<file path="src/rtl/seg7_reg_viewer_pkg.sv">
// seg7_reg_viewer_pkg: shared display constants and the active-low hex glyph table
package seg7_reg_viewer_pkg;
    localparam logic [3:0] AN_OFF  = 4'b1111;
    localparam logic [6:0] SEG_OFF = 7'b1111111;
    localparam logic [6:0] SEG_HEX [0:15] = '{
        7'h40, 7'h79, 7'h24, 7'h30, 7'h19, 7'h12, 7'h02, 7'h78,
        7'h00, 7'h10, 7'h08, 7'h03, 7'h46, 7'h21, 7'h06, 7'h0E
    };
endpackage

</file>
<file path="src/rtl/seg7_reg_viewer_if.sv">
// seg7_reg_viewer_if: register-file diagnostic read port (address out, data back)
interface seg7_reg_viewer_if;
    logic [4:0]  dispSel;
    logic [31:0] dispDat;
    modport master (output dispSel, input dispDat);
    modport slave  (input dispSel, output dispDat);
endinterface

</file>
<file path="src/rtl/seg7_reg_viewer_btn_debounce.sv">
// btn_debounce: synchronise a raw pushbutton, accept a level after it holds stable, pulse on press
module btn_debounce #(
    parameter int DEBOUNCE_CYC = 500000
) (
    input  logic clk50MHz,
    input  logic reset,
    input  logic btn,
    output logic press
);
    localparam int CW = $clog2(DEBOUNCE_CYC);
    logic [1:0]    sync;
    logic          level;
    logic [CW-1:0] cnt;
    // count consecutive cycles the synced input disagrees with the accepted level; accept on the last one
    always_ff @(posedge clk50MHz or posedge reset)
        if (reset) begin
            sync  <= '0;
            level <= 1'b0;
            cnt   <= '0;
            press <= 1'b0;
        end else begin
            sync  <= {sync[0], btn};
            press <= 1'b0;
            if (sync[1] == level)
                cnt <= '0;
            else if (cnt == CW'(DEBOUNCE_CYC - 1)) begin
                level <= sync[1];
                cnt   <= '0;
                press <= sync[1];
            end else
                cnt <= cnt + 1'b1;
        end
endmodule

</file>
<file path="src/rtl/seg7_reg_viewer.sv">
// seg7_reg_viewer: browse register-file/PC words as 4 hex digits on the multiplexed 7-seg display
module seg7_reg_viewer
    import seg7_reg_viewer_pkg::*;
#(
    parameter int REFRESH_DIV  = 12500,
    parameter int DEBOUNCE_CYC = 500000
) (
    input  logic                     clk50MHz,
    input  logic                     reset,
    input  logic                     btn_next,
    input  logic                     btn_prev,
    input  logic                     sw_half,
    input  logic                     sw_src,
    input  logic [31:0]              pc_in,
    seg7_reg_viewer_if.master        diag,
    output logic [3:0]               an,
    output logic [6:0]               seg,
    output logic                     dp
);
    localparam int RW = $clog2(REFRESH_DIV);
    logic [RW-1:0] cnt;
    logic [1:0]    idx;
    logic [31:0]   snap, word, src;
    logic [15:0]   half;
    logic [3:0]    nib;
    logic          tick, nxt_p, prv_p;

    btn_debounce #(.DEBOUNCE_CYC(DEBOUNCE_CYC)) u_next (
        .clk50MHz(clk50MHz), .reset(reset), .btn(btn_next), .press(nxt_p));
    btn_debounce #(.DEBOUNCE_CYC(DEBOUNCE_CYC)) u_prev (
        .clk50MHz(clk50MHz), .reset(reset), .btn(btn_prev), .press(prv_p));

    // digit 0 reads the live word so the frame it starts matches the snapshot taken with it
    always_comb begin
        word = sw_src ? pc_in : diag.dispDat;
        src  = (idx == 2'd0) ? word : snap;
        half = sw_half ? src[31:16] : src[15:0];
        nib  = half[{idx, 2'b00} +: 4];
        tick = (cnt == RW'(REFRESH_DIV - 1));
    end

    // step the selected register; opposing presses in one cycle cancel
    always_ff @(posedge clk50MHz or posedge reset)
        if (reset)
            diag.dispSel <= '0;
        else if (nxt_p && !prv_p)
            diag.dispSel <= diag.dispSel + 5'd1;
        else if (prv_p && !nxt_p)
            diag.dispSel <= diag.dispSel - 5'd1;

    // refresh divider, digit scan, frame snapshot and registered display outputs
    always_ff @(posedge clk50MHz or posedge reset)
        if (reset) begin
            cnt  <= '0;
            idx  <= '0;
            snap <= '0;
            an   <= AN_OFF;
            seg  <= SEG_OFF;
            dp   <= 1'b1;
        end else begin
            cnt <= tick ? '0 : cnt + 1'b1;
            if (tick) begin
                idx <= idx + 2'd1;
                an  <= ~(4'b0001 << idx);
                seg <= SEG_HEX[nib];
                dp  <= ~(sw_half && idx == 2'd3);
                if (idx == 2'd0)
                    snap <= word;
            end
        end
endmodule
</file>
<file path="src/flat_wrapper.sv">
// flat-port wrapper written by rule: the top's interface ports become plain ports
module seg7_reg_viewer_flat import seg7_reg_viewer_pkg::*;
#(
    parameter int REFRESH_DIV  = 12500,
    parameter int DEBOUNCE_CYC = 500000
)
  (clk50MHz, reset, btn_next, btn_prev, sw_half, sw_src, pc_in, an, seg, dp, diag_dispSel, diag_dispDat);
  seg7_reg_viewer_if diag_i ();
  input  logic clk50MHz;
  input  logic reset;
  input  logic btn_next;
  input  logic btn_prev;
  input  logic sw_half;
  input  logic sw_src;
  input  logic [31:0] pc_in;
  output logic [3:0] an;
  output logic [6:0] seg;
  output logic dp;
  output wire logic [$bits(diag_i.dispSel)-1:0] diag_dispSel;
  input wire logic [$bits(diag_i.dispDat)-1:0] diag_dispDat;
  assign diag_dispSel = diag_i.dispSel;
  assign diag_i.dispDat = diag_dispDat;
  seg7_reg_viewer #(.REFRESH_DIV(REFRESH_DIV), .DEBOUNCE_CYC(DEBOUNCE_CYC)) u_core (.clk50MHz(clk50MHz), .reset(reset), .btn_next(btn_next), .btn_prev(btn_prev), .sw_half(sw_half), .sw_src(sw_src), .pc_in(pc_in), .diag(diag_i), .an(an), .seg(seg), .dp(dp));
endmodule
</file>
<file path="config.mk">
export PLATFORM = sky130hd
export DESIGN_NAME = seg7_reg_viewer_flat
export DESIGN_NICKNAME = d
export VERILOG_FILES = /design/src/rtl/seg7_reg_viewer_pkg.sv /design/src/rtl/seg7_reg_viewer_if.sv /design/src/rtl/seg7_reg_viewer_btn_debounce.sv /design/src/rtl/seg7_reg_viewer.sv /design/src/flat_wrapper.sv
export SDC_FILE = /design/constraint.sdc
export NUM_CORES = 1
export LEC_CHECK = 0
export BUFFER_PORTS_ARGS = -buffer_cell sky130_fd_sc_hd__buf_2
export CAP_MARGIN = 10
export CORE_UTILIZATION = 52
export DETAILED_ROUTE_END_ITERATION = 8
export GPL_TIMING_DRIVEN = 0
export PLACE_DENSITY = 0.86
export SKIP_LAST_GASP = 1
export SLEW_MARGIN = 20
export SYNTH_ARGS = -nofsm -noshare
export SYNTH_HDL_FRONTEND = slang
export SYNTH_SLANG_ARGS = --single-unit
</file>
<file path="constraint.sdc">
create_clock -name clk50MHz -period 3.41 [get_ports clk50MHz]
set_input_delay 0.5115 -clock clk50MHz [delete_from_list [all_inputs] [get_ports clk50MHz]]
set_output_delay 0.5115 -clock clk50MHz [all_outputs]
set_load 0.02 [all_outputs]
</file>
==> impl_metrics.tcl <==
set metrics [dict create \
    via_count 5031 \
    async_flop_share 1.000 \
    switchingPower_mw 0.6174 \
    multiInputGateArea_um2 3144 \
    rsz0062_at_grt "no" \
    p_int_mw 1.984 \
    ys_types 63 \
    nNetsFinal 793 \
    yosysTopAreaCell "dfrtp_1" \
    synthTopCellsByArea "dfrtp_1 40%, mux2i_1 6.2%, dfstp_2 5.1%" \
    setup_violations 0 \
    routed_wl_um 14300 \
    synth_enable_flop_cells 0 \
    clock-skew-final_ns 0.005650 \
    clkSinkCount 111 \
    layout.cells.non_filler 853 \
    path_cells "inv_1 -> ha_2 -> clkbuf_4 -> clkbuf_4 -> o21ai_1 -> a41oi_2 -> nor3_2 -> inv_1 -> ha_1 -> mux4_2 -> mux2_4" \
    swShare 0.2373 \
    tightest_slew_ns 0.8268 \
    syn_nets 693 \
    grt_max_degree 37 \
    diodes 0 \
    final.period_utilization 0.9493 \
    synthToLayoutAreaGrowth_pct 16.33 \
    cts_buffers 9 \
    grt-ovfl-total 0 \
    hold_violations 0 \
    slew_viol_final 0 \
    io_pins 87 \
    synth_top_cell_area_share 0.4016 \
    reg2reg_from "u_core.idx[1]$_DFFE_PP0N_" \
    cp.arrival_ns 3.52 \
    dpl.cell_count 835 \
    setup.worst_path.start_class "flop" \
    die-height_um 110.9 \
    final_util 0.6258 \
    numPortBuffers 84 \
    hpwl_um 10650 \
    cts_root_buffer "clkbuf_16" \
    ir_drop_v 0.0002755 \
    pwr-share-seq 0.512 \
    drt_pass1_iterations 5 \
    die_w_um 110.9 \
    crit_path_top_delay_cell "dfrtp_1" \
    critPathMaxStageDelay_ns 0.55 \
    yosys_most_used_dff "dfrtp_1" \
    cellLeakagePower_nw 3.334 \
    status "complete, no violations" \
    placement_rows 39 \
    synthCells 605 \
    reg2reg_depth 11 \
    clk_pin_slew_ns 0.07 \
    grt_first_pass_wirelength_um 24230 \
    drv_cap 0 \
    drc 0 \
    worst-path-buf-inv 4 \
    antenna_left 0 \
    pwr_density_cell_nw_per_um2 362.5 \
    ys_ff_latch 111 \
    antenna_found_initial 0 \
    max_freq_ghz 0.3089 \
    slew_headroom 0.4442 \
    syn_area_per_cell_um2 10.20 \
    yosysSeqAreaShare 0.4527 \
    crit_fanout 11 \
    htreeDepth 3 \
    vias_per_cell 5.898 \
    setup_ws_ns 0.1729 \
    grt_pass1_vias 5118 \
    netlist_area_um2 6168 \
    ctsHoldBuffers 0 \
    cts_tree "yes" \
    fin_crit_ns 3.237 \
    drt_iter0_markers 439 \
    track_usage 0.2442 \
    p_comb_frac 0.102 \
    drive_gt1_frac 0.2282 \
    gp_congestion 0.8424 \
    cp-end-kind "flop" \
    yosysWarnings 0 \
    critPathKind "flop to flop" \
    initial_utilization 0.5379 \
    clk_latency_ns 0.35 \
    crit_family "multiplexers" \
    hold_class "primary input to async pin" \
    post_drt_wl_per_cell_um 16.77 \
    r2r-end "u_core.seg[3]$_DFFE_PP1N_" \
    dpl_worst_slack_ns -0.5402 \
    clkPwrFrac 0.386 \
    dieArea_um2 12300 \
    clockBufferDepth 2 \
    fillers 882 \
    layout.area.seq_um2 2794 \
    ff2ff_setup_slack_ns 0.17 \
    core_um2 11470 \
    cp.required_ns 3.69 \
]
worst max path at each step:
stage | startpoint | end | slack, ns | cells after the start
finish | u_core.idx[1]$_DFFE_PP0N_ | u_core.seg[3]$_DFFE_PP1N_ | 0.17 | 11
global placement | u_core.idx[0]$_DFFE_PP0N_ | u_core.seg[3]$_DFFE_PP1N_ | -0.35 | 12
global route | u_core.idx[1]$_DFFE_PP0N_ | u_core.seg[3]$_DFFE_PP1N_ | 0.02 | 10
CTS | u_core.idx[0]$_DFFE_PP0N_ | u_core.seg[3]$_DFFE_PP1N_ | 0.004 | 11
detailed placement | u_core.idx[0]$_DFFE_PP0N_ | u_core.seg[3]$_DFFE_PP1N_ | -0.54 | 12
floorplan | u_core.idx[1]$_DFFE_PP0N_ | u_core.seg[3]$_DFFE_PP1N_ | 0.16 | 12
Yosys cell counts, types with 8 or more instances:
| cell type | count |
|---|---|
| dfrtp_1 | 99 |
| and3_1 | 11 |
| inv_1 | 19 |
| xnor2_1 | 27 |
| nand3_1 | 24 |
| ha_1 | 17 |
| nand2_1 | 68 |
| nand4_1 | 8 |
| clkbuf_1 | 14 |
| xor2_1 | 27 |
| mux2i_1 | 38 |
| o21ai_0 | 53 |
| dfstp_2 | 12 |
| nor3_1 | 8 |
| nor2_1 | 69 |
sequential cells by signal, indices dropped and copies added, names as in the netlist, 2 cells and up:
register and flops:
u_core.u_next.cnt 19, u_core.u_prev.cnt 19, u_core.an 4, u_core.diag.dispSel 5, u_core.u_next.sync 2, u_core.u_prev.sync 2
u_core.seg 7, u_core.idx 2, u_core.snap 32, u_core.cnt 14
final cells by class:
class	count	share of cell area
Tap cell	143	0.02493
Buffer	27	0.02441
Inverter	20	0.01099
Multi-Input combinational cell	445	0.4382
Clock buffer	12	0.03575
Timing Repair Buffer	91	0.07219
Sequential cell	111	0.3894
Clock inverter	4	0.004185
kinds of logic (layout without fill, tap and decap cells):
family | after synthesis | in the layout | synth area share
AOI/OAI and AO/OA | 97 | 97 | 0.1018
xor gates and xnor gates | 54 | 54 | 0.07667
adders and majority gates | 18 | 18 | 0.03773
buffers and inverters | 49 | 154 | 0.04097
DFF | 111 | 111 | 0.4527
muxes | 59 | 59 | 0.1231
and+or+nand+nor | 217 | 217 | 0.1669
metrics by stage:
stage	setup TNS, ns	hold WS (ns)	area (µm²)	power (mW)
after floorplan	0	0.3312	6172	1.512
after global placement	-0.9137	0.3417	6771	1.589
after global routing	0	0.2630	7176	2.691
after CTS	0	0.2517	7162	2.610
after detailed placement	-2.346	0.3388	6839	1.609
final	0	0.2443	7176	2.601
routing by layer:
| layer | vias up | GRT usage | routed length (µm) |
|---|---|---|---|
| met5 | - | 0 | 0 |
| met4 | 0 | 0.08356 | 346 |
| met3 | 35 | 0.04483 | 710 |
| met2 | 200 | 0.4311 | 7354 |
| met1 | 2482 | 0.2999 | 5891 |
| li1 | 2314 | - | - |
layout by cell type (no fill, tap or decap), drive strengths merged, types with 19 or more instances in the layout:
| cell type | netlist | routed |
|---|---|---|
| mux2i | 38 | 38 |
| nand3 | 24 | 24 |
| nor2 | 70 | 70 |
| inv | 20 | 19 |
| clkbuf | 14 | 27 |
| xnor2 | 27 | 27 |
| xor2 | 27 | 27 |
| buf | 15 | 103 |
| nand2 | 68 | 68 |
| o21ai | 55 | 55 |
| dfrtp | 99 | 99 |
repair_timing:
item | CTS | global route
setup endpoints to repair | 7 | 7
setup buffers | 3 | 1
resized for setup | 4 | 7
hold endpoints to repair | 0 | 0
pin swaps | 2 | 1
power by group through the flow:
stage	logic [mW]	registers, mW	clock network (mW)
floorplan	0.157	1.36	0
global placement	0.233	1.36	0
detailed placement	0.253	1.36	0
CTS	0.261	1.33	1.02
global route	0.291	1.33	1.07
finish	0.264	1.33	1.00
Note: power is estimated with default switching activity, not from simulation.
